--- config.mk ---
export PLATFORM = sky130hd
export DESIGN_NAME = axi_interface_slave
export DESIGN_NICKNAME = d
export VERILOG_FILES = /design/src/rtl/axi_pkg.sv /design/src/rtl/axi_interface_slave.sv
export SDC_FILE = /design/constraint.sdc
export NUM_CORES = 1
export LEC_CHECK = 0
export CAP_MARGIN = 20
export CORE_MARGIN = 5
export CORE_UTILIZATION = 46
export CTS_CLUSTER_SIZE = 20
export DETAILED_ROUTE_END_ITERATION = 10
export PLACE_DENSITY_LB_ADDON = 0.25
export SETUP_SLACK_MARGIN = 0.4
export SLEW_MARGIN = 15
export SYNTH_ARGS = -nofsm -noshare
export SYNTH_HDL_FRONTEND = slang
export SYNTH_SLANG_ARGS = --single-unit
--- constraint.sdc ---
create_clock -name clk_i -period 2.8 [get_ports clk_i]
set_clock_uncertainty 0.1 [all_clocks]
set_input_delay 0.56 -clock clk_i [delete_from_list [all_inputs] [get_ports clk_i]]
set_output_delay 0.56 -clock clk_i [all_outputs]
set_load 0.005 [all_outputs]
--- src/rtl/axi_pkg.sv ---
// Shared definitions for the AXI slave: default widths, burst and response
// codes, FSM state encodings and the per-beat address update helper.
package axi_pkg;

  localparam int AXI_ID_BITS    = 4;
  localparam int AXI_ADDR_WIDTH = 32;
  localparam int AXI_DATA_WIDTH = 32;
  localparam int AXI_LEN_BITS   = 8;
  localparam int AXI_SIZE_BITS  = 3;

  localparam logic [1:0] BURST_FIXED = 2'b00;
  localparam logic [1:0] BURST_INCR  = 2'b01;
  localparam logic [1:0] BURST_WRAP  = 2'b10;

  localparam logic [2:0] RESP_OKAY   = 3'd0;
  localparam logic [2:0] RESP_SLVERR = 3'd2;

  typedef enum logic [1:0] {
    W_IDLE = 2'd0,
    W_DATA = 2'd1,
    W_RESP = 2'd2
  } w_state_e;

  typedef enum logic [1:0] {
    R_IDLE = 2'd0,
    R_RD   = 2'd1,
    R_WAIT = 2'd2,
    R_DATA = 2'd3
  } r_state_e;

  // Next beat address. Computed at 64 bits so any address width can use it;
  // the caller truncates, which gives the modulo-2^ADDR_WIDTH wrap for free.
  // Beats are always 4 bytes wide; FIXED (and anything that is not INCR) holds.
  function automatic logic [63:0] axi_addr_next(input logic [63:0] addr,
                                                input logic [1:0]  burst);
    if (burst == BURST_INCR) return addr + 64'd4;
    else                     return addr;
  endfunction

endpackage

--- src/rtl/axi_interface_slave.sv ---
// AXI slave front-end onto a simple single-port memory. Independent write and
// read FSMs share the memory port; an active write beat always wins the port.
//
// Handshake rule used on every channel: a transfer happens on the rising edge
// where both valid and ready are 1. The master holds valid and payload steady
// until that edge; the slave drives ready purely from its own state (plus the
// port arbitration for reads), and bvalid/rvalid stay high with stable payload
// until the matching ready is seen.
module axi_interface_slave
  import axi_pkg::*;
#(
  parameter int ID_BITS    = AXI_ID_BITS,
  parameter int ADDR_WIDTH = AXI_ADDR_WIDTH,
  parameter int DATA_WIDTH = AXI_DATA_WIDTH,
  parameter int LEN_BITS   = AXI_LEN_BITS,
  parameter int SIZE_BITS  = AXI_SIZE_BITS,
  parameter int MAX_LEN    = 3
) (
  input  logic                    clk_i,
  input  logic                    rst_i,
  // AW
  input  logic [ID_BITS-1:0]      awid_i,
  input  logic [ADDR_WIDTH-1:0]   awaddr_i,
  input  logic [LEN_BITS-1:0]     awlen_i,
  input  logic [SIZE_BITS-1:0]    awsize_i,
  input  logic [1:0]              awburst_i,
  input  logic                    awvalid_i,
  output logic                    awready_o,
  // W
  input  logic [DATA_WIDTH-1:0]   wdata_i,
  input  logic [DATA_WIDTH/8-1:0] wstrb_i,
  input  logic                    wlast_i,
  input  logic                    wvalid_i,
  output logic                    wready_o,
  // B
  output logic [ID_BITS-1:0]      bid_o,
  output logic [2:0]              bresp_o,
  output logic                    bvalid_o,
  input  logic                    bready_i,
  // AR
  input  logic [ID_BITS-1:0]      arid_i,
  input  logic [ADDR_WIDTH-1:0]   araddr_i,
  input  logic [LEN_BITS-1:0]     arlen_i,
  input  logic [SIZE_BITS-1:0]    arsize_i,
  input  logic [1:0]              arburst_i,
  input  logic                    arvalid_i,
  output logic                    arready_o,
  // R
  output logic [ID_BITS-1:0]      rid_o,
  output logic [DATA_WIDTH-1:0]   rdata_o,
  output logic [2:0]              rresp_o,
  output logic                    rlast_o,
  output logic                    rvalid_o,
  input  logic                    rready_i,
  // Memory port (byte address, read data valid one cycle after mem_re_o)
  output logic [ADDR_WIDTH-1:0]   mem_addr_o,
  output logic [DATA_WIDTH-1:0]   mem_wdata_o,
  output logic [DATA_WIDTH/8-1:0] mem_wstrb_o,
  output logic                    mem_we_o,
  output logic                    mem_re_o,
  input  logic [DATA_WIDTH-1:0]   mem_rdata_i,
  // FSM state visibility
  output logic [1:0]              wstate_dbg_o,
  output logic [1:0]              rstate_dbg_o
);

  localparam logic [LEN_BITS-1:0] MAX_LEN_L = LEN_BITS'(MAX_LEN);

  // Write side state
  w_state_e              r_wstate;
  logic [ID_BITS-1:0]    r_awid;
  logic [ADDR_WIDTH-1:0] r_waddr;
  logic [LEN_BITS-1:0]   r_wlen;
  logic [LEN_BITS-1:0]   r_wcnt;
  logic [1:0]            r_wburst;
  logic                  r_wbad;    // unsupported burst type or length
  logic                  r_wmis;    // an earlier beat had wlast in the wrong place
  logic [2:0]            r_bresp;

  // Read side state
  r_state_e              r_rstate;
  logic [ID_BITS-1:0]    r_arid;
  logic [ADDR_WIDTH-1:0] r_raddr;
  logic [LEN_BITS-1:0]   r_rlen;
  logic [LEN_BITS-1:0]   r_rcnt;
  logic [1:0]            r_rburst;
  logic                  r_rbad;
  logic [DATA_WIDTH-1:0] r_rdata;

  logic w_aw_hs, w_w_hs, w_ar_hs, w_r_hs;
  logic w_aw_bad, w_ar_bad;
  logic w_wlast_ok;
  logic w_wr_own, w_rd_grant, w_rd_issue;
  logic w_rlast;
  logic w_unused;

  // Transfer size is not used: every beat is a 4-byte word.
  assign w_unused = ^{awsize_i, arsize_i};

  assign awready_o = (r_wstate == W_IDLE);
  assign wready_o  = (r_wstate == W_DATA);
  assign bvalid_o  = (r_wstate == W_RESP);
  assign bid_o     = r_awid;
  assign bresp_o   = r_bresp;

  assign arready_o = (r_rstate == R_IDLE);
  assign rvalid_o  = (r_rstate == R_DATA);
  assign w_rlast   = (r_rcnt == r_rlen);
  assign rlast_o   = rvalid_o && w_rlast;
  assign rid_o     = r_arid;
  assign rdata_o   = r_rdata;
  assign rresp_o   = (rvalid_o && r_rbad) ? RESP_SLVERR : RESP_OKAY;

  assign w_aw_hs = awvalid_i && awready_o;
  assign w_w_hs  = wvalid_i && wready_o;
  assign w_ar_hs = arvalid_i && arready_o;
  assign w_r_hs  = rready_i && rvalid_o;

  assign w_aw_bad = (awburst_i == BURST_WRAP) || (awburst_i == 2'b11) || (awlen_i > MAX_LEN_L);
  assign w_ar_bad = (arburst_i == BURST_WRAP) || (arburst_i == 2'b11) || (arlen_i > MAX_LEN_L);

  // wlast must appear exactly on the beat whose count equals the burst length.
  assign w_wlast_ok = (wlast_i == (r_wcnt == r_wlen));

  // A presented write beat owns the memory port; reads only use idle cycles.
  assign w_wr_own   = (r_wstate == W_DATA) && wvalid_i;
  assign w_rd_grant = !w_wr_own;
  assign w_rd_issue = (r_rstate == R_RD) && !r_rbad && w_rd_grant;

  assign wstate_dbg_o = r_wstate;
  assign rstate_dbg_o = r_rstate;

  // Write FSM: accept address, stream beats into memory, then hold response.
  always_ff @(posedge clk_i) begin
    if (rst_i) begin
      r_wstate <= W_IDLE;
      r_awid   <= '0;
      r_waddr  <= '0;
      r_wlen   <= '0;
      r_wcnt   <= '0;
      r_wburst <= BURST_FIXED;
      r_wbad   <= 1'b0;
      r_wmis   <= 1'b0;
      r_bresp  <= RESP_OKAY;
    end else begin
      case (r_wstate)
        W_IDLE: begin
          if (w_aw_hs) begin
            r_awid   <= awid_i;
            r_waddr  <= awaddr_i;
            r_wlen   <= awlen_i;
            r_wburst <= awburst_i;
            r_wcnt   <= '0;
            r_wbad   <= w_aw_bad;
            r_wmis   <= 1'b0;
            r_wstate <= W_DATA;
          end
        end
        W_DATA: begin
          if (w_w_hs) begin
            r_waddr <= ADDR_WIDTH'(axi_addr_next(64'(r_waddr), r_wburst));
            // Counter saturates at len so an overlong burst cannot wrap it.
            if (r_wcnt != r_wlen) r_wcnt <= r_wcnt + 1'b1;
            if (!w_wlast_ok) r_wmis <= 1'b1;
            if (wlast_i) begin
              r_bresp  <= (r_wbad || r_wmis || !w_wlast_ok) ? RESP_SLVERR : RESP_OKAY;
              r_wstate <= W_RESP;
            end
          end
        end
        W_RESP: begin
          if (bready_i) begin
            r_bresp  <= RESP_OKAY;
            r_wstate <= W_IDLE;
          end
        end
        default: r_wstate <= W_IDLE;
      endcase
    end
  end

  // Read FSM: one memory read per beat (issue, wait, present), three cycles minimum.
  always_ff @(posedge clk_i) begin
    if (rst_i) begin
      r_rstate <= R_IDLE;
      r_arid   <= '0;
      r_raddr  <= '0;
      r_rlen   <= '0;
      r_rcnt   <= '0;
      r_rburst <= BURST_FIXED;
      r_rbad   <= 1'b0;
      r_rdata  <= '0;
    end else begin
      case (r_rstate)
        R_IDLE: begin
          if (w_ar_hs) begin
            r_arid   <= arid_i;
            r_raddr  <= araddr_i;
            r_rlen   <= arlen_i;
            r_rburst <= arburst_i;
            r_rcnt   <= '0;
            r_rbad   <= w_ar_bad;
            r_rstate <= R_RD;
          end
        end
        R_RD: begin
          // Error bursts never touch memory, so they need no grant.
          if (r_rbad || w_rd_grant) r_rstate <= R_WAIT;
        end
        R_WAIT: begin
          r_rdata  <= r_rbad ? '0 : mem_rdata_i;
          r_rstate <= R_DATA;
        end
        R_DATA: begin
          if (w_r_hs) begin
            if (w_rlast) begin
              r_rstate <= R_IDLE;
            end else begin
              r_raddr  <= ADDR_WIDTH'(axi_addr_next(64'(r_raddr), r_rburst));
              r_rcnt   <= r_rcnt + 1'b1;
              r_rstate <= R_RD;
            end
          end
        end
        default: r_rstate <= R_IDLE;
      endcase
    end
  end

  // Memory port mux: write beat first, then a granted read, otherwise all zero.
  // Strobes are also blocked while reset is held so a reset edge never writes.
  always_comb begin
    mem_addr_o  = '0;
    mem_wdata_o = '0;
    mem_wstrb_o = '0;
    mem_we_o    = 1'b0;
    mem_re_o    = 1'b0;
    if (!rst_i) begin
      if (w_wr_own) begin
        if (!r_wbad) begin
          mem_addr_o  = r_waddr;
          mem_wdata_o = wdata_i;
          mem_wstrb_o = wstrb_i;
          mem_we_o    = 1'b1;
        end
      end else if (w_rd_issue) begin
        mem_addr_o = r_raddr;
        mem_re_o   = 1'b1;
      end
    end
  end

endmodule
==> results.toml <==
[routing]
wl_per_cell_microns = 20.21
ant_nets = 0
routed_wirelength_microns = 33780
vias = 10061
dr.pass1.iters = 8
viasPerCell = 6.021
drt-initial-drc-count = 1308
drc_errors = 0

[worst_hold_path]
hold_path.class = "reg2reg"
holdPathStages = 2

[worst_setup_path]
path_class = "reg2out"
cpMostUsedCell = "buf_6"
crit_required_ps = 2140
crit_path_end_kind = "output port"
cp_slowest_cell = "dfxtp_2"
critPathTopFamily = "buffers and inverters"
critical_path.max_stage_delay_ps = 330
path_cells = "inv_2 > ha_4 > nor2b_4 > and3_4 > buf_12 > buf_16 > buf_6 > a22o_4 > buf_6"
r2r_cells = 16
worstPathMaxFanout = 6
crit_buf_inv = 5
cp_num_cells = 9
cp-start-kind = "flip-flop"
arrival_ps = 1980

[die]
coreArea_sq_um = 18020
fp-row-count = 49
fp.dieArea_sq_um = 21170
die_x_microns = 145.5
io_pins = 300
start_util_pct = 46.86
die_h_microns = 145.5

[pwr]
ir_drop_mv = 0.4899
p_per_area_nw_per_um2 = 730.7
leakagePower_nw = 5.177

[sta]
final_max_slew_viol_count = 0
setup_viol = 0
max_freq_ghz = 0.3782
period_minus_slack_ps = 2644
worst_pin_slew_ps = 819.1
finalCritPeriodShare_pct = 94.42
rsz0062_at_grt = "yes"
hold_violations = 0
slew_headroom_pct = 45.39
setup_tns_ps = 0

[finish]
regArea_sq_um = 2982
fin_nets = 1611
final_cells = 1671
final_util_pct = 73.88
drive_gt1_share_pct = 21.51
multi_input_area_sq_um = 5325
area_delta_synth_final_pct = 57.67
n_fill_cell = 1324

[clock_tree]
path_clk_slew_ps = 70
numCtsBuffers = 17
clock_sinks = 148
cts_tree = "done"
cts_hold_buf = 0
cts_root_buffer = "clkbuf_16"
h-tree-depth = 4
clk_latency_ps = 430
clockBufferDepth = 2

[logic_synthesis]
ys_seq_area_share_pct = 35.08
async_flop_share_pct = 0
syn_inst = 1100
synth_ff_type = "dfxtp_1"
synth_edf_count = 0
ys_warn_count = 0
synth_area_sq_um = 8446
syn_area_per_cell_sq_um = 7.678
yosysUniqueCellTypes = 70
ys_ff_latch = 148

[global_route]
grt_overflow_total = 0
antenna_found_initial = 2
grt_pass1_wl_microns = 50360
track_usage_pct = 28.49
grt_pass1_vias = 9605
grt_start_max_net_pins = 77

[place]
gp_congestion = 0.9165
post-dp-hpwl_microns = 21700
portBuffers = 289
dp_cells = 1575

[job]
maxCapViolations = 0

[outcome]
status = "finished, final reports clean"
cells by family (layout without fill, tap and decap cells):
kind of cell,after synthesis,after routing,synth area share (%)
compound gates,339,340,26.90
xor+xnor,16,16,1.659
fa+ha+maj,9,9,1.333
buf+inv,116,453,5.778
flops,148,148,35.08
mux,5,5,0.5926
other cells,1,5,0.04440
simple gates,466,466,28.61
area by class of cell:
class                   instances  share of cell area (%)
flip-flops and latches        148                   22.39
multi-input cells             840                   39.99
well taps                     229                   2.152
clock inverters                14                   1.231
inverters                      22                  0.6671
repair buffers                399                   30.25
clock buffers                  18                   3.298
diodes                          1                 0.01879
report_power, final:
part	switching (mW)	internal [mW]	leakage [nW]
clock	1.02	1.37	0.293
sequential	0.516	2.51	1.21
combinational	2.12	2.20	3.67
total	3.65	6.08	5.18
worst min-delay path, stage by stage, from the launching register on:
cell and delay (ps):
dfxtp_1 310, nand2_1 50, a21oi_1 50
flip-flops by register name (all words and copies together) (netlist names):
name	count
r_raddr	32
r_waddr	32
rdata_o	32
r_rcnt	8
r_rlen	8
r_wcnt	8
r_wlen	8
bid_o	4
rid_o	4
r_rburst	2
r_wburst	2
rstate_dbg_o	2
wstate_dbg_o	2
bresp_o	1
r_rbad	1
r_wbad	1
r_wmis	1
routing by layer:
metal	share of wire (%)	track usage [%]	up-vias
met1	37	33.53	4692
met5	0.041	0	-
met3	11	9.281	84
li1	-	-	4674
met2	49	49.10	609
met4	2.9	9.235	2
path summary, 6_finish.rpt:
check	end	start	slack (ps)
worst min-delay path	r_wburst[1]	r_wburst[1]	350
worst max-delay path	mem_addr_o[30]	rstate_dbg_o[1]	160
worst min register to register	r_wburst[1]	r_wburst[1]	350
worst max register to register	rstate_dbg_o[0]	r_rcnt[6]	190
timing repair:
action,in CTS,in global routing
endpoints found under the setup margin,100,99
setup buffers,36,14
resized for setup,322,136
pin swaps,38,47
gates cloned,5,8
per-stage QoR:
step | cell area [sq um] | worst slack [ps] | power (mW) | hold slack (ps)
global route | 13320 | 115.7 | 10.20 | 373.2
floorplan | 8457 | 419.7 | 4.710 | 325.9
detailed placement | 11650 | -272.1 | 6.238 | 344.8
finish | 13320 | 156.1 | 9.730 | 354.7
global placement | 11650 | -236.8 | 6.167 | 333.1
CTS | 12770 | 155.7 | 9.071 | 354.9
synth_stat cells, drive strengths merged (6+ instances only):
library cell / n / area [sq um]
nor3: 23 / 115.1
o32ai: 8 / 70.07
nor2: 78 / 292.8
xnor2: 8 / 70.07
nand2b: 13 / 81.33
o21ai: 39 / 195.2
nor2b: 39 / 244.0
nor4: 18 / 125.1
o31ai: 26 / 195.2
or3: 15 / 93.84
clkbuf: 72 / 272.8
o31a: 8 / 70.07
a21oi: 128 / 640.6
or4: 6 / 48.80
a311oi: 9 / 85.08
and3: 14 / 87.58
nand4: 16 / 115.1
nand2: 135 / 506.7
xor2: 8 / 70.07
and2: 46 / 287.8
nand3: 37 / 197.7
a211oi: 20 / 155.1
inv: 22 / 82.58
buf: 22 / 132.6
a31oi: 8 / 50.05
ha: 9 / 112.6
dfxtp: 148 / 2963
a311o: 8 / 80.08
a22o: 32 / 280.3
and4: 13 / 113.9
o41ai: 7 / 61.31
a21o: 7 / 52.55
cells in the final DEF, fill, tap and decap left out, types with 8 or more instances in the layout:
| cell | Yosys | routed |
|---|---|---|
| buf_12 | 0 | 10 |
| a311o_1 | 8 | 8 |
| buf_2 | 7 | 33 |
| nor3_1 | 23 | 21 |
| a22o_1 | 32 | 31 |
| buf_4 | 7 | 64 |
| a311oi_1 | 8 | 8 |
| a211oi_1 | 19 | 16 |
| and2_1 | 46 | 10 |
| a31oi_1 | 8 | 8 |
| nor2_1 | 78 | 77 |
| clkdlybuf4s50_1 | 0 | 213 |
| o31ai_1 | 26 | 25 |
| o31a_1 | 8 | 8 |
| nand4_1 | 15 | 15 |
| dfxtp_1 | 148 | 139 |
| clkbuf_16 | 0 | 22 |
| inv_1 | 21 | 18 |
| xnor2_1 | 8 | 8 |
| or3_1 | 15 | 15 |
| nand3_1 | 36 | 36 |
| and4_1 | 13 | 12 |
| nand2_1 | 135 | 132 |
| o21ai_0 | 38 | 38 |
| nor2b_1 | 39 | 36 |
| buf_6 | 2 | 64 |
| nand2b_1 | 13 | 12 |
| and2_4 | 0 | 36 |
| and3_1 | 14 | 12 |
| a21oi_1 | 128 | 126 |
| nor4_1 | 16 | 13 |
Power figures use the tool's default switching activity.
